[src/rtl/snn_buf_pkg.sv]
// Shared types and helpers for the spiking-network data buffer arbitration logic.
// Holds the arbiter state type and the round-robin selection function.
package snn_buf_pkg;

  typedef enum logic {
    IDLE  = 1'b0,
    GRANT = 1'b1
  } arb_state_t;

  localparam int DATA_WIDTH = 32;
  localparam int MAX_REQ    = 8;
  localparam int PTR_W      = 3;

  // First valid index at or after ptr, wrapping at num_req; 0 when nothing is valid.
  function automatic logic [PTR_W-1:0] rr_select(input logic [MAX_REQ-1:0] valid,
                                                 input logic [PTR_W-1:0]   ptr,
                                                 input int unsigned        num_req);
    logic        found;
    int unsigned k;
    rr_select = 3'd0;
    found     = 1'b0;
    for (int unsigned i = 0; i < MAX_REQ; i++) begin
      k = 32'(ptr) + i;
      if (k >= num_req) begin
        k = k - num_req;
      end else begin
        k = k;
      end
      if ((i < num_req) && !found && valid[k[PTR_W-1:0]]) begin
        rr_select = k[PTR_W-1:0];
        found     = 1'b1;
      end else begin
        found = found;
      end
    end
  endfunction

endpackage

[src/rtl/buffer_write_arbiter_if.sv]
// Producer handshakes, buffer write port and arbiter status, bundled as one bus.
// The arbiter uses the slave view; the producer/buffer side uses the master view.
interface buffer_write_arbiter_if
  import snn_buf_pkg::*;
#(
  parameter int NUM_REQ    = 4,
  parameter int DATA_WIDTH = snn_buf_pkg::DATA_WIDTH,
  parameter int CNT_WIDTH  = 16
);
  localparam int IDX_W = $clog2(NUM_REQ);

  logic [NUM_REQ-1:0]            req_valid;
  logic [NUM_REQ-1:0]            req_last;
  logic [NUM_REQ*DATA_WIDTH-1:0] req_data;
  logic [NUM_REQ-1:0]            req_ready;
  logic                          buf_full;
  logic                          buf_write_enable;
  logic [DATA_WIDTH-1:0]         buf_write_data;
  logic                          grant_valid;
  logic [IDX_W-1:0]              grant_id;
  logic [CNT_WIDTH-1:0]          words_written;

  modport master (
    output req_valid, req_last, req_data, buf_full,
    input  req_ready, buf_write_enable, buf_write_data, grant_valid, grant_id, words_written
  );

  modport slave (
    input  req_valid, req_last, req_data, buf_full,
    output req_ready, buf_write_enable, buf_write_data, grant_valid, grant_id, words_written
  );
endinterface

[src/rtl/rr_priority_picker.sv]
// Combinational round-robin picker: winner index and one-hot for a valid vector and pointer.
// Shared between the write arbiter and the read-side scheduler.
module rr_priority_picker
  import snn_buf_pkg::*;
#(
  parameter int NUM_REQ = 4,
  parameter int IDX_W   = $clog2(NUM_REQ)
) (
  input  logic [NUM_REQ-1:0] i_valid,
  input  logic [IDX_W-1:0]   i_ptr,
  output logic [NUM_REQ-1:0] o_grant_onehot,
  output logic [IDX_W-1:0]   o_grant_idx
);
  logic [MAX_REQ-1:0] w_valid_ext;
  logic [PTR_W-1:0]   w_ptr_ext;
  logic [PTR_W-1:0]   w_sel;

  // Widen inputs to the fixed width the selection function works on.
  always_comb begin
    w_valid_ext              = '0;
    w_valid_ext[NUM_REQ-1:0] = i_valid;
    w_ptr_ext                = '0;
    w_ptr_ext[IDX_W-1:0]     = i_ptr;
  end

  assign w_sel          = rr_select(w_valid_ext, w_ptr_ext, NUM_REQ);
  assign o_grant_idx    = w_sel[IDX_W-1:0];
  assign o_grant_onehot = (NUM_REQ'(1) << w_sel) & {NUM_REQ{|i_valid}};
endmodule

[src/rtl/buffer_write_arbiter.sv]
// Round-robin arbiter sharing one data-buffer write port among NUM_REQ producers.
// Bursts of up to BURST_LEN words per grant, one idle bubble between grants.
module buffer_write_arbiter
  import snn_buf_pkg::*;
#(
  parameter int NUM_REQ    = 4,
  parameter int DATA_WIDTH = snn_buf_pkg::DATA_WIDTH,
  parameter int BURST_LEN  = 4,
  parameter int CNT_WIDTH  = 16
) (
  input  logic                 i_clk,
  input  logic                 i_reset,
  buffer_write_arbiter_if.slave bus
);
  localparam int IDX_W  = $clog2(NUM_REQ);
  localparam int BEAT_W = (BURST_LEN > 1) ? $clog2(BURST_LEN) : 1;
  localparam logic [BEAT_W-1:0] BEAT_MAX = BEAT_W'(BURST_LEN - 1);

  arb_state_t            r_state, w_state_nxt;
  logic [IDX_W-1:0]      r_grant_id, w_grant_nxt;
  logic [IDX_W-1:0]      r_rr_ptr, w_ptr_nxt;
  logic [IDX_W-1:0]      w_pick_idx, w_grant_inc;
  logic [BEAT_W-1:0]     r_beat_cnt, w_beat_nxt;
  logic [CNT_WIDTH-1:0]  r_words_written;
  logic [NUM_REQ-1:0]    w_pick_onehot;
  logic [DATA_WIDTH-1:0] w_owner_data;
  logic                  w_in_grant, w_active, w_owner_valid, w_owner_last;
  logic                  w_xfer, w_release;

  rr_priority_picker #(
    .NUM_REQ (NUM_REQ),
    .IDX_W   (IDX_W)
  ) u_picker (
    .i_valid        (bus.req_valid),
    .i_ptr          (r_rr_ptr),
    .o_grant_onehot (w_pick_onehot),
    .o_grant_idx    (w_pick_idx)
  );

  // A word presented during reset must not reach the buffer, hence the reset gate.
  assign w_in_grant    = (r_state == GRANT);
  assign w_active      = w_in_grant & ~i_reset;
  assign w_owner_valid = bus.req_valid[r_grant_id];
  assign w_owner_last  = bus.req_last[r_grant_id];
  assign w_owner_data  = bus.req_data[r_grant_id*DATA_WIDTH +: DATA_WIDTH];
  assign w_xfer        = w_active & w_owner_valid & ~bus.buf_full;
  assign w_release     = w_in_grant &
                         (~w_owner_valid | (w_xfer & (w_owner_last | (r_beat_cnt == BEAT_MAX))));
  assign w_grant_inc   = (r_grant_id == IDX_W'(NUM_REQ - 1)) ? '0 : r_grant_id + IDX_W'(1);

  // Next-state: arbitrate in IDLE, count beats and release in GRANT.
  always_comb begin
    w_state_nxt = r_state;
    w_grant_nxt = r_grant_id;
    w_ptr_nxt   = r_rr_ptr;
    w_beat_nxt  = r_beat_cnt;
    case (r_state)
      IDLE: begin
        if (|w_pick_onehot) begin
          w_state_nxt = GRANT;
          w_grant_nxt = w_pick_idx;
        end else begin
          w_state_nxt = IDLE;
        end
      end
      GRANT: begin
        if (w_release) begin
          w_state_nxt = IDLE;
          w_grant_nxt = '0;
          w_ptr_nxt   = w_grant_inc;
          w_beat_nxt  = '0;
        end else if (w_xfer) begin
          w_beat_nxt = r_beat_cnt + BEAT_W'(1);
        end else begin
          w_beat_nxt = r_beat_cnt;
        end
      end
      default: begin
        w_state_nxt = IDLE;
        w_grant_nxt = '0;
        w_ptr_nxt   = '0;
        w_beat_nxt  = '0;
      end
    endcase
  end

  // State and statistics registers.
  always_ff @(posedge i_clk) begin
    if (i_reset) begin
      r_state         <= IDLE;
      r_grant_id      <= '0;
      r_rr_ptr        <= '0;
      r_beat_cnt      <= '0;
      r_words_written <= '0;
    end else begin
      r_state    <= w_state_nxt;
      r_grant_id <= w_grant_nxt;
      r_rr_ptr   <= w_ptr_nxt;
      r_beat_cnt <= w_beat_nxt;
      if (w_xfer) begin
        r_words_written <= r_words_written + CNT_WIDTH'(1);
      end else begin
        r_words_written <= r_words_written;
      end
    end
  end

  // Ready and write strobe follow buf_full in the same cycle.
  always_comb begin
    bus.req_ready             = '0;
    bus.req_ready[r_grant_id] = w_active & ~bus.buf_full;
    bus.buf_write_enable      = w_xfer;
    bus.buf_write_data        = w_xfer ? w_owner_data : '0;
  end

  assign bus.grant_valid   = w_in_grant;
  assign bus.grant_id      = r_grant_id;
  assign bus.words_written = r_words_written;
endmodule

[src/flat_wrapper.sv]
// flat-port wrapper written by rule: the top's interface ports become plain ports
module buffer_write_arbiter_flat import snn_buf_pkg::*;
#(
  parameter int NUM_REQ    = 4,
  parameter int DATA_WIDTH = snn_buf_pkg::DATA_WIDTH,
  parameter int BURST_LEN  = 4,
  parameter int CNT_WIDTH  = 16
)
  (i_clk, i_reset, bus_req_valid, bus_req_last, bus_req_data, bus_buf_full, bus_req_ready, bus_buf_write_enable, bus_buf_write_data, bus_grant_valid, bus_grant_id, bus_words_written);
  buffer_write_arbiter_if #(.NUM_REQ(NUM_REQ), .DATA_WIDTH(DATA_WIDTH), .CNT_WIDTH(CNT_WIDTH)) bus_i ();
  input  logic i_clk;
  input  logic i_reset;
  input wire logic [$bits(bus_i.req_valid)-1:0] bus_req_valid;
  input wire logic [$bits(bus_i.req_last)-1:0] bus_req_last;
  input wire logic [$bits(bus_i.req_data)-1:0] bus_req_data;
  input wire logic [$bits(bus_i.buf_full)-1:0] bus_buf_full;
  output wire logic [$bits(bus_i.req_ready)-1:0] bus_req_ready;
  output wire logic [$bits(bus_i.buf_write_enable)-1:0] bus_buf_write_enable;
  output wire logic [$bits(bus_i.buf_write_data)-1:0] bus_buf_write_data;
  output wire logic [$bits(bus_i.grant_valid)-1:0] bus_grant_valid;
  output wire logic [$bits(bus_i.grant_id)-1:0] bus_grant_id;
  output wire logic [$bits(bus_i.words_written)-1:0] bus_words_written;
  assign bus_i.req_valid = bus_req_valid;
  assign bus_i.req_last = bus_req_last;
  assign bus_i.req_data = bus_req_data;
  assign bus_i.buf_full = bus_buf_full;
  assign bus_req_ready = bus_i.req_ready;
  assign bus_buf_write_enable = bus_i.buf_write_enable;
  assign bus_buf_write_data = bus_i.buf_write_data;
  assign bus_grant_valid = bus_i.grant_valid;
  assign bus_grant_id = bus_i.grant_id;
  assign bus_words_written = bus_i.words_written;
  buffer_write_arbiter #(.NUM_REQ(NUM_REQ), .DATA_WIDTH(DATA_WIDTH), .BURST_LEN(BURST_LEN), .CNT_WIDTH(CNT_WIDTH)) u_core (.i_clk(i_clk), .i_reset(i_reset), .bus(bus_i));
endmodule
[config.mk]
export PLATFORM = sky130hd
export DESIGN_NAME = buffer_write_arbiter_flat
export DESIGN_NICKNAME = d
export VERILOG_FILES = /design/src/rtl/snn_buf_pkg.sv /design/src/rtl/buffer_write_arbiter_if.sv /design/src/rtl/rr_priority_picker.sv /design/src/rtl/buffer_write_arbiter.sv /design/src/flat_wrapper.sv
export SDC_FILE = /design/constraint.sdc
export NUM_CORES = 1
export LEC_CHECK = 0
export BUFFER_PORTS_ARGS = -buffer_cell sky130_fd_sc_hd__buf_2
export CAP_MARGIN = 15
export CORE_ASPECT_RATIO = 2
export CORE_MARGIN = 2
export CORE_UTILIZATION = 37
export CTS_BUF_LIST = sky130_fd_sc_hd__clkbuf_8
export CTS_CLUSTER_DIAMETER = 100
export CTS_CLUSTER_SIZE = 10
export DETAILED_ROUTE_END_ITERATION = 7
export HOLD_SLACK_MARGIN = 0.15
export PLACE_DENSITY = 0.79
export SLEW_MARGIN = 20
export SYNTH_ARGS = -nofsm -noshare
export SYNTH_HDL_FRONTEND = slang
export SYNTH_SLANG_ARGS = --single-unit
[constraint.sdc]
create_clock -name i_clk -period 1.86 [get_ports i_clk]
set_input_delay 0.093 -clock i_clk [delete_from_list [all_inputs] [get_ports i_clk]]
set_output_delay 0.093 -clock i_clk [all_outputs]
set_load 0.01 [all_outputs]
==> reports/results.tsv, run 1 <==
metric	value	unit
Syn Nets	401	
r2r setup slk	0.07	ns
initial antenna violation count	0	
Sink Count	23	
WL final	8.63	mm
first-pass iteration count of the detailed router	4	
first-pass GRT wire length	12.6	mm
vias in the first global route	2683	
Post-Synthesis Cells	253	
Initial Utilization	0.379	
top cells by area, synth	mux4_2, dfxtp_1, and3_1	
CTS tree	built	
element type at the critical path end	output pin	
Vias	2894	
Reg clk slew, reported paths	0.08	ns
Crit. Startpoint	u_core.bus.grant_id[0]	
number of max-cap violations	0	
sequential-to-total area share from yosys stat	0.186	
Max clock buf depth	2	
Post-CTS Hold Buffers	0	
mapped cell area	0.00247	mm²
PortBufs	194	
Inserted Diodes	0	
Max Fanout on Critical Path	16	
LEAKAGE	1.90	nW
post-layout util	0.576	
Final #Nets	596	
min-delay src	bus_req_valid[3]	
Std-Cell Core Area	0.00652	mm²
Die X	61.8	µm
unrepaired setup endpoints after global routing	true	
Synth area leader	mux4_2	
CP Capture Point	bus_buf_write_data[16]	
synth-to-layout area growth	52.1	%
1st-iter DRT viols	129	
post-layout min period	1.81	ns
power per cell area	442	mW/mm²
Post-Layout Cell Count	535	
crit start category	flip-flop	
root buf cell	clkbuf_8	
worst flop-to-flop path endpoint	u_core.r_rr_ptr[0]	
Hold Worst Slack	0.293	ns
share of cells above drive strength 1	0.622	
final setup vio count	0	
CP Data Arrival Time	1.72	ns
kind of critical path	reg -> out	
CP required	1.77	ns
DRC viols	0	
post-synthesis cell type count	45	
worst slew pin tran	0.417	ns
Synth top area share	0.301	
Final Cycle Share	0.972	
max-slew violation count	0	
WL/cell	16.1	µm
Rows	42	
Routed Antenna Nets	0	
largest net degree at the start of global routing	27	
most frequent cells in the layout	buf_2, mux4_2, and3_1	
Yosys reg bits	23	
total gr overflow	0	
Hold Crit Class	in -> reg	
Synth Warn #	0	
Clock Skews	0.00245	ns
WHS Path Cells	3	
max_slew headroom	0.722	
syn avg cell area	9.76	µm²
dpl cells	525	
post-detail-place hpwl	7.00	mm
worst r2r path cells	6	
die area	0.00738	mm²
CTS buffer count	3	
run status	finished clean	
routability cong.	0.848	
Via density	5.41	
R2R Path Start	u_core.bus.grant_id[0]	
Hold Fails Final Rpt	0	
H-tree levels	1	
Chip Height	120	µm
total track usage	0.222	
worst vdd ir	342	µV
I/O Pins	195	
most common cell after layout, fill and taps aside	buf_2	
Max Freq	553	MHz
Clock Latency Late Sink	0.27	ns
-- cells in the mapped netlist, drive strengths merged --
library cell	n
a221oi	1
dfxtp	23
nor2	22
mux4	33
nand4b	1
o21ai	5
clkinv	1
nand3	7
a31oi	1
nor2b	3
nor3b	1
o2111ai	1
inv	5
buf	11
and4	3
nand2	15
clkbuf	12
nand3b	4
a21oi	9
o31ai	1
or3	4
xor2	11
or4	1
a21o	2
o221ai	1
mux2	1
o32ai	1
a22oi	1
ha	9
and2	6
a2bb2oi	2
nand2b	1
o211a	1
xnor2	2
mux2i	7
nand4	4
and3	38
a211o	1
nor3	1
-- how the worst min path moves through the flow --
stage                                  end  slack [ns]
2_1_floorplan  u_core.bus.words_written[0]        0.35
3_3_place_gp          u_core.r_beat_cnt[1]        0.45
3_5_place_dp          u_core.r_beat_cnt[1]        0.46
4_1_cts             u_core.bus.grant_id[1]        0.28
5_1_grt             u_core.bus.grant_id[1]        0.32
6_report            u_core.bus.grant_id[1]        0.29
-- logic make-up (layout without fill, tap and decap cells) --
| kind of cell | Yosys count | after routing | synth area share |
|---|---|---|---|
| fa+ha+maj | 9 | 9 | 0.0456 |
| mux | 41 | 41 | 0.334 |
| simple gates | 111 | 111 | 0.251 |
| compound gates | 27 | 27 | 0.0811 |
| buf+inv | 29 | 223 | 0.0557 |
| xor+xnor | 13 | 13 | 0.0461 |
| flops | 23 | 23 | 0.186 |
-- metrics by stage --
stage	setup TNS [ns]	power, mW	cell area (µm²)	setup WS (ns)
after detailed placement	0	1.32	3590	0.0911
final	0	1.66	3760	0.0512
after global routing	-0.0524	1.77	3760	-0.0165
after global placement	0	1.30	3590	0.124
after CTS	0	1.64	3660	0.0178
after floorplan	0	1.03	2490	0.00458
-- final cells by class --
| class | instances | area [µm²] |
|---|---|---|
| fill | 607 | 2760 |
| multi-input combinational | 201 | 1950 |
| timing repair buffer | 213 | 1160 |
| sequential | 23 | 467 |
| tap | 88 | 110 |
| clock buffer | 3 | 41.3 |
| inverter | 6 | 23.8 |
| clock inverter | 1 | 5.00 |
-- flip-flops by register name, indices dropped and copies added, names as in the netlist --
| name | flops |
|---|---|
| u_core.bus.grant_id | 2 |
| u_core.bus.grant_valid | 1 |
| u_core.bus.words_written | 16 |
| u_core.r_beat_cnt | 2 |
| u_core.r_rr_ptr | 2 |
-- power by group --
part	total [mW]	switching, mW	internal (mW)
Clock	0.311	0.161	0.150
Combinational	0.822	0.356	0.466
Sequential	0.528	0.0203	0.508
Total	1.66	0.538	1.12
-- routing by layer --
layer / vias to the layer above / global-route usage / routed length (µm)
met1: 1344 / 0.259 / 3090
met4: 0 / 0.0625 / 236
li1: 1352 / - / -
met3: 18 / 0.0399 / 876
met2: 180 / 0.395 / 4430
met5: - / 0 / 0
-- worst max-delay path, stage by stage (launching register included) --
cell and delay [ns]:
dfxtp_4 0.39, mux4_2 0.56, buf_6 0.18, and3_4 0.18, buf_2 0.14
-- timing repair --
action | CTS | global route
pin swaps | 0 | 8
setup buffers | 3 | 3
endpoints found under the setup margin | 32 | 33
gates resized for setup | 2 | 18
Note: power is estimated with default switching activity, not from simulation.
==> run 2: changes to the inputs <==
--- a/config.mk
+++ b/config.mk
@@ -5,17 +5,18 @@
 export SDC_FILE = /design/constraint.sdc
 export NUM_CORES = 1
 export LEC_CHECK = 0
+export ABC_AREA = 1
 export BUFFER_PORTS_ARGS = -buffer_cell sky130_fd_sc_hd__buf_2
 export CAP_MARGIN = 15
 export CORE_ASPECT_RATIO = 2
 export CORE_MARGIN = 2
-export CORE_UTILIZATION = 37
+export CORE_UTILIZATION = 39
 export CTS_BUF_LIST = sky130_fd_sc_hd__clkbuf_8
 export CTS_CLUSTER_DIAMETER = 100
 export CTS_CLUSTER_SIZE = 10
 export DETAILED_ROUTE_END_ITERATION = 7
 export HOLD_SLACK_MARGIN = 0.15
-export PLACE_DENSITY = 0.79
+export PLACE_DENSITY_LB_ADDON = 0.25
 export SLEW_MARGIN = 20
 export SYNTH_ARGS = -nofsm -noshare
 export SYNTH_HDL_FRONTEND = slang
==> reports/results.tsv, run 2 <==
metric	value	unit	change
run status	finished clean		unchanged
Chip Height	122	µm	was 120 µm
CP max stage cell	dfxtp_4		was mux4_2
Routed Antenna Nets	0		unchanged
total track usage	0.270		was 0.222
most frequent cells in the layout	buf_2, nor2_1, nand2_1		was buf_2, mux4_2, and3_1
total gr overflow	0		unchanged
Post-CTS Hold Buffers	0		unchanged
sequential-to-total area share from yosys stat	0.171		was 0.186
r2r setup slk	0.19	ns	was 0.07 ns
H-tree levels	1		unchanged
largest net degree at the start of global routing	52		was 27
switching pwr	1.96	mW	was 0.538 mW
CP delay by family, top	buffers and inverters		was multiplexers
I/O Pins	195		unchanged
syn avg cell area	5.46	µm²	was 9.76 µm²
internal cell power	1.66	mW	was 1.12 mW
worst slew pin tran	0.375	ns	was 0.417 ns
final setup vio count	0		unchanged
WL/cell	14.3	µm	was 16.1 µm
CP Cell Sequence	inv_8 > nand2_1 > nand3_2 > nand2_4 > nor2_8 > inv_4 > clkbuf_16 > a21oi_1 > buf_2		was mux4_2 > buf_6 > and3_4 > buf_2
crit start category	flip-flop		unchanged
cell with the most instances after synthesis	nor2_1		was and3_1
Sum Neg Setup Slack	0	ns	unchanged
most common cell after layout, fill and taps aside	buf_2		unchanged
Setup WS post-layout	0.0940	ns	was 0.0512 ns
max FFs per register	16		unchanged
element type at the critical path end	output pin		unchanged
number of max-cap violations	0		unchanged
min-delay src	i_reset		was bus_req_valid[3]
routability cong.	0.899		was 0.848
Rows	42		unchanged
Hold Fails Final Rpt	0		unchanged
Hold Crit Class	in -> reg		unchanged
Crit. Startpoint	u_core.bus.grant_id[0]		unchanged
Yosys reg bits	23		unchanged
Synth top area share	0.217		was 0.301
post-layout min period	1.77	ns	was 1.81 ns
Reg clk slew, reported paths	0.09	ns	was 0.08 ns
Syn Nets	642		was 401
Post-synth EDFFs	0		unchanged
R2R Path Start	u_core.r_rr_ptr[1]		was u_core.bus.grant_id[0]
1st-iter DRT viols	265		was 129
pre-CTS WS	0.231	ns	was 0.0911 ns
kind of critical path	reg -> out		unchanged
Max clock buf depth	2		unchanged
post-detail-place hpwl	8.54	mm	was 7.00 mm
mapped cell area	0.00270	mm²	was 0.00247 mm²
Die X	62.8	µm	was 61.8 µm
Final #Nets	826		was 596
Final Cycle Share	0.949		was 0.972
first-pass GRT wire length	16.7	mm	was 12.6 mm
Max Freq	566	MHz	was 553 MHz
CP Data Arrival Time	1.67	ns	was 1.72 ns
Max Fanout on Critical Path	19		was 16
share of cells above drive strength 1	0.347		was 0.622
max_slew headroom	0.750		was 0.722
die area	0.00764	mm²	was 0.00738 mm²
DRC viols	0		unchanged
Sink Count	23		unchanged
Initial Utilization	0.404		was 0.379
Clock Latency Late Sink	0.28	ns	was 0.27 ns
root buf cell	clkbuf_8		unchanged
first-pass iteration count of the detailed router	4		unchanged
Via density	5.12		was 5.41
CTS tree	built		unchanged
CP required	1.77	ns	about the same
Reg power frac	0.175		was 0.318
PortBufs	194		unchanged
combinational share of power	0.731		was 0.495
LEAKAGE	2.05	nW	was 1.90 nW
Post-Synthesis Cells	494		was 253
initial antenna violation count	2		was 0
Clock Skews	0.00734	ns	was 0.00245 ns
ys async rst share	0		unchanged
Buf+Inv Stages, Crit Path	4		was 2
vias in the first global route	3696		was 2683
power per cell area	936	mW/mm²	was 442 mW/mm²
Critical Path Max Stage Delay	0.40	ns	was 0.56 ns
worst vdd ir	846	µV	was 342 µV
max-slew violation count	0		unchanged
WL final	11.0	mm	was 8.63 mm
Sw Share	0.541		was 0.324
Std-Cell Core Area	0.00667	mm²	was 0.00652 mm²
Clk pwr share	0.094		was 0.187
post-synthesis cell type count	32		was 45
Synth area leader	nor2_1		was mux4_2
Vias	3922		was 2894
synth-to-layout area growth	43.0	%	was 52.1%
top cells by count, synth	nor2_1, nand2_1, o21ai_0		was and3_1, mux4_2, dfxtp_1
top cells by area, synth	nor2_1, dfxtp_1, o21ai_0		was mux4_2, dfxtp_1, and3_1
most used flip-flop cell after synthesis	dfxtp_1		unchanged
Synth Warn #	0		unchanged
CTS buffer count	3		unchanged
-- run 2: through the flow --
stage | instance area [µm²] | hold slack (ns) | power, mW | std cells | util
floorplan | 2700 | 0.284 | 2.50 | 494 | -
global placement | 3740 | 0.455 | 3.15 | 759 | 0.561
detailed placement | 3740 | 0.480 | 3.20 | 759 | 0.561
CTS | 3800 | 0.205 | 3.55 | 764 | 0.570
global route | 3860 | 0.216 | 3.99 | 766 | 0.578
finish | 3860 | 0.221 | 3.61 | 766 | 0.578
-- run 2: logic make-up after synthesis --
kind of cell,share of synthesized area
DFF,0.171
and+or+nand+nor,0.436
AOI/OAI and AO/OA,0.231
buffers and inverters,0.0988
adders and majority gates,0.0417
xor gates and xnor gates,0.0227
-- run 2: routing by layer --
layer,vias up,track usage,wire [µm]
met5,-,0,13
met4,2,0.150,500
met3,35,0.0600,947
met2,197,0.515,5670
met1,1715,0.264,3860
li1,1973,-,-
-- run 2: power groups by stage --
stage	Combinational (mW)	Sequential, mW	Clock, mW
final	2.64	0.633	0.341
after global routing	2.99	0.641	0.367
after CTS	2.58	0.624	0.346
after detailed placement	2.56	0.631	0
after global placement	2.52	0.630	0
after floorplan	1.87	0.623	0
-- run 2: worst paths after layout --
path                                          endpoint  cells after the start
worst min register to register    u_core.r_beat_cnt[1]                      2
worst max register to register  u_core.bus.grant_id[1]                      9
worst max-delay path             bus_buf_write_data[9]                      9
worst min-delay path              u_core.r_beat_cnt[0]                      2
-- run 2: cell type report --
type                    instances  area (µm²)
multi-input cells             414        1990
diodes                          1        2.50
well taps                      88         110
clock buffers                   3        41.3
repair buffers                208        1120
clock inverters                 1        7.51
flip-flops and latches         23         464
fillers                       689        2820
inverters                      28         120
-- run 2: repair_timing --
action	in CTS	in global routing
pin swaps	1	0
setup buffers	1	0
setup endpoints to repair	11	24
gates cloned	0	1
gates resized for setup	2	8
-- run 2: worst reg2reg max path, delay by kind of cell (launching register included) --
family / cells / cell delay, ns
buffers and inverters: 2 / 0.20
adder cells (fa/ha/maj): 1 / 0.34
AND/OR/NAND/NOR: 5 / 0.53
AO/OA/AOI/OAI: 1 / 0.15
flip-flops: 1 / 0.40
==> run 3: changes to the inputs <==
--- a/config.mk
+++ b/config.mk
@@ -8,15 +8,18 @@
 export ABC_AREA = 1
 export BUFFER_PORTS_ARGS = -buffer_cell sky130_fd_sc_hd__buf_2
 export CAP_MARGIN = 15
+export CELL_PAD_IN_SITES_DETAIL_PLACEMENT = 0
+export CELL_PAD_IN_SITES_GLOBAL_PLACEMENT = 2
 export CORE_ASPECT_RATIO = 2
 export CORE_MARGIN = 2
-export CORE_UTILIZATION = 39
+export CORE_UTILIZATION = 17
 export CTS_BUF_LIST = sky130_fd_sc_hd__clkbuf_8
 export CTS_CLUSTER_DIAMETER = 100
-export CTS_CLUSTER_SIZE = 10
+export CTS_CLUSTER_SIZE = 40
 export DETAILED_ROUTE_END_ITERATION = 7
 export HOLD_SLACK_MARGIN = 0.15
 export PLACE_DENSITY_LB_ADDON = 0.25
+export REMOVE_ABC_BUFFERS = 1
 export SLEW_MARGIN = 20
 export SYNTH_ARGS = -nofsm -noshare
 export SYNTH_HDL_FRONTEND = slang
==> reports/results.tsv, run 3 (synthesis gave the netlist of run 2 again) <==
metric	value	unit	change
run status	finished clean		unchanged
max FFs per register	16		unchanged
DRC viols	0		unchanged
unrepaired setup endpoints after global routing	false		
synth-to-layout area growth	49.8	%	was 43.0%
max_slew headroom	0.784		was 0.750
Clk pwr share	0.090		was 0.094
Routed Antenna Nets	0		unchanged
internal cell power	1.71	mW	was 1.66 mW
Std-Cell Core Area	0.0156	mm²	was 0.00667 mm²
root buf cell	clkbuf_8		unchanged
WHS Path Cells	3		was 2
Reg power frac	0.172		was 0.175
Clock Skews	0.00189	ns	was 0.00734 ns
1st-iter DRT viols	141		was 265
Max Fanout on Critical Path	13		was 19
LEAKAGE	2.08	nW	was 2.05 nW
Initial Utilization	0.173		was 0.404
CP required	1.77	ns	about the same
I/O Pins	195		unchanged
Final Power	3.69	mW	was 3.61 mW
worst vdd ir	415	µV	was 846 µV
Sw Share	0.537		was 0.541
Hold Crit Class	in -> reg		unchanged
post-layout min period	1.76	ns	was 1.77 ns
Final Cycle Share	0.947		was 0.949
power per cell area	912	mW/mm²	was 936 mW/mm²
Clock Latency Late Sink	0.27	ns	was 0.28 ns
Sum Neg Setup Slack	0	ns	unchanged
switching pwr	1.98	mW	was 1.96 mW
worst hold path endpoint	u_core.bus.grant_id[1]		was u_core.r_beat_cnt[0]
Hold Fails Final Rpt	0		unchanged
R2R Path Start	u_core.r_rr_ptr[1]		unchanged
most common cell after layout, fill and taps aside	buf_2		unchanged
r2r setup slk	0.18	ns	was 0.19 ns
worst flop-to-flop path endpoint	u_core.bus.grant_id[0]		was u_core.bus.grant_id[1]
CTS buffer count	3		unchanged
H-tree levels	1		unchanged
final setup vio count	0		unchanged
number of max-cap violations	0		unchanged
Vias	3784		was 3922
Post-Layout Inst Area	0.00404	mm²	was 0.00386 mm²
kind of critical path	reg -> out		unchanged
Chip Height	182	µm	was 122 µm
die area	0.0170	mm²	was 0.00764 mm²
share of cells above drive strength 1	0.349		was 0.347
CTS tree	built		unchanged
max-slew violation count	0		unchanged
min-delay src	i_reset		unchanged
Die X	93.1	µm	was 62.8 µm
largest net degree at the start of global routing	51		was 52
most frequent cells in the layout	buf_2, nor2_1, nand2_1		unchanged
Final #Nets	833		was 826
CP Data Arrival Time	1.67	ns	about the same
crit start category	flip-flop		unchanged
Rows	65		was 42
initial antenna violation count	1		was 2
post-detail-place hpwl	9.51	mm	was 8.54 mm
pre-CTS WS	0.197	ns	was 0.231 ns
Max clock buf depth	2		unchanged
Post-DP Area	0.00391	mm²	was 0.00374 mm²
post-layout util	0.259		was 0.578
total gr overflow	0		unchanged
first-pass GRT wire length	18.9	mm	was 16.7 mm
Setup WS post-layout	0.0992	ns	was 0.0940 ns
# fillers	1901		was 689
worst r2r path cells	11		was 9
total track usage	0.138		was 0.270
worst slew pin tran	0.324	ns	was 0.375 ns
WL/cell	14.0	µm	was 14.3 µm
first-pass iteration count of the detailed router	4		unchanged
element type at the critical path end	output pin		unchanged
Via density	4.27		was 5.12
WL final	12.4	mm	was 11.0 mm
vias in the first global route	3506		was 3696
PortBufs	194		unchanged
Sink Count	23		unchanged
combinational share of power	0.738		was 0.731
Reg clk slew, reported paths	0.09	ns	about the same
routability cong.	0.800		was 0.899
Max Freq	568	MHz	was 566 MHz
[run 3: changes by cell type in the layout (fill, tap and decap cells not counted), sizes merged]
cell	before	now
clkinvlp	1	0
clkinv	0	1
buf	207	214
[run 3: how the worst max path moves through the flow]
stage,startpoint,endpoint,slack (ns),cells past startpoint
2_1_floorplan,u_core.bus.grant_id[0],u_core.bus.words_written[10],-1.28,8
3_3_place_gp,u_core.r_rr_ptr[1],u_core.bus.grant_id[0],0.22,11
3_5_place_dp,u_core.r_rr_ptr[1],u_core.bus.grant_id[0],0.20,11
4_1_cts,u_core.bus.grant_id[0],bus_buf_write_data[28],0.02,9
5_1_grt,u_core.bus.grant_id[0],bus_buf_write_data[25],0.0005,9
6_report,u_core.bus.grant_id[0],bus_buf_write_data[25],0.1,9
[run 3: layer usage]
metal	vias to the layer above	GRT usage	part of all wire
met3	9	0.0198	0.062
met5	-	0	0
met1	1647	0.177	0.44
met4	0	0.0247	0.012
met2	133	0.245	0.48
li1	1995	-	-
[run 3: area by class of cell]
type,instances,area (µm²),share of cell area
Antenna cell,1,2.50,0.000619
Timing Repair Buffer,215,1180,0.292
Multi-Input combinational cell,414,1970,0.489
Sequential cell,23,465,0.115
Clock inverter,1,5.00,0.00124
Inverter,28,123,0.0303
Clock buffer,3,41.3,0.0102
Tap cell,201,251,0.0622
[run 3: per-stage QoR]
step,instances,hold WS (ns)
after floorplan,465,0.162
after global placement,877,0.459
after detailed placement,877,0.474
after CTS,881,0.262
after global routing,886,0.267
final,886,0.267
[run 3: power groups by stage]
stage / Clock [mW] / Sequential, mW / Combinational (mW)
global placement: 0 / 0.627 / 2.66
global route: 0.372 / 0.645 / 3.11
finish: 0.331 / 0.635 / 2.72
detailed placement: 0 / 0.629 / 2.64
floorplan: 0 / 0.834 / 1.48
CTS: 0.352 / 0.620 / 2.67
[run 3: worst max-delay path, stage by stage (launching register included)]
cell and delay (ns):
dfxtp_4 0.40, inv_8 0.09, nand2_1 0.07, nand3_2 0.09, nand2_4 0.08, nor2_8 0.11
inv_6 0.08, clkbuf_16 0.18, a21oi_1 0.12, buf_2 0.16
[run 3: timing repair]
| item | in CTS | in global routing |
|---|---|---|
| gates resized for setup | 3 | 9 |
| hold buffers | 0 | 0 |
| cloned | 0 | 1 |
| setup endpoints to repair | 25 | 28 |
| buffers inserted | 0 | 3 |
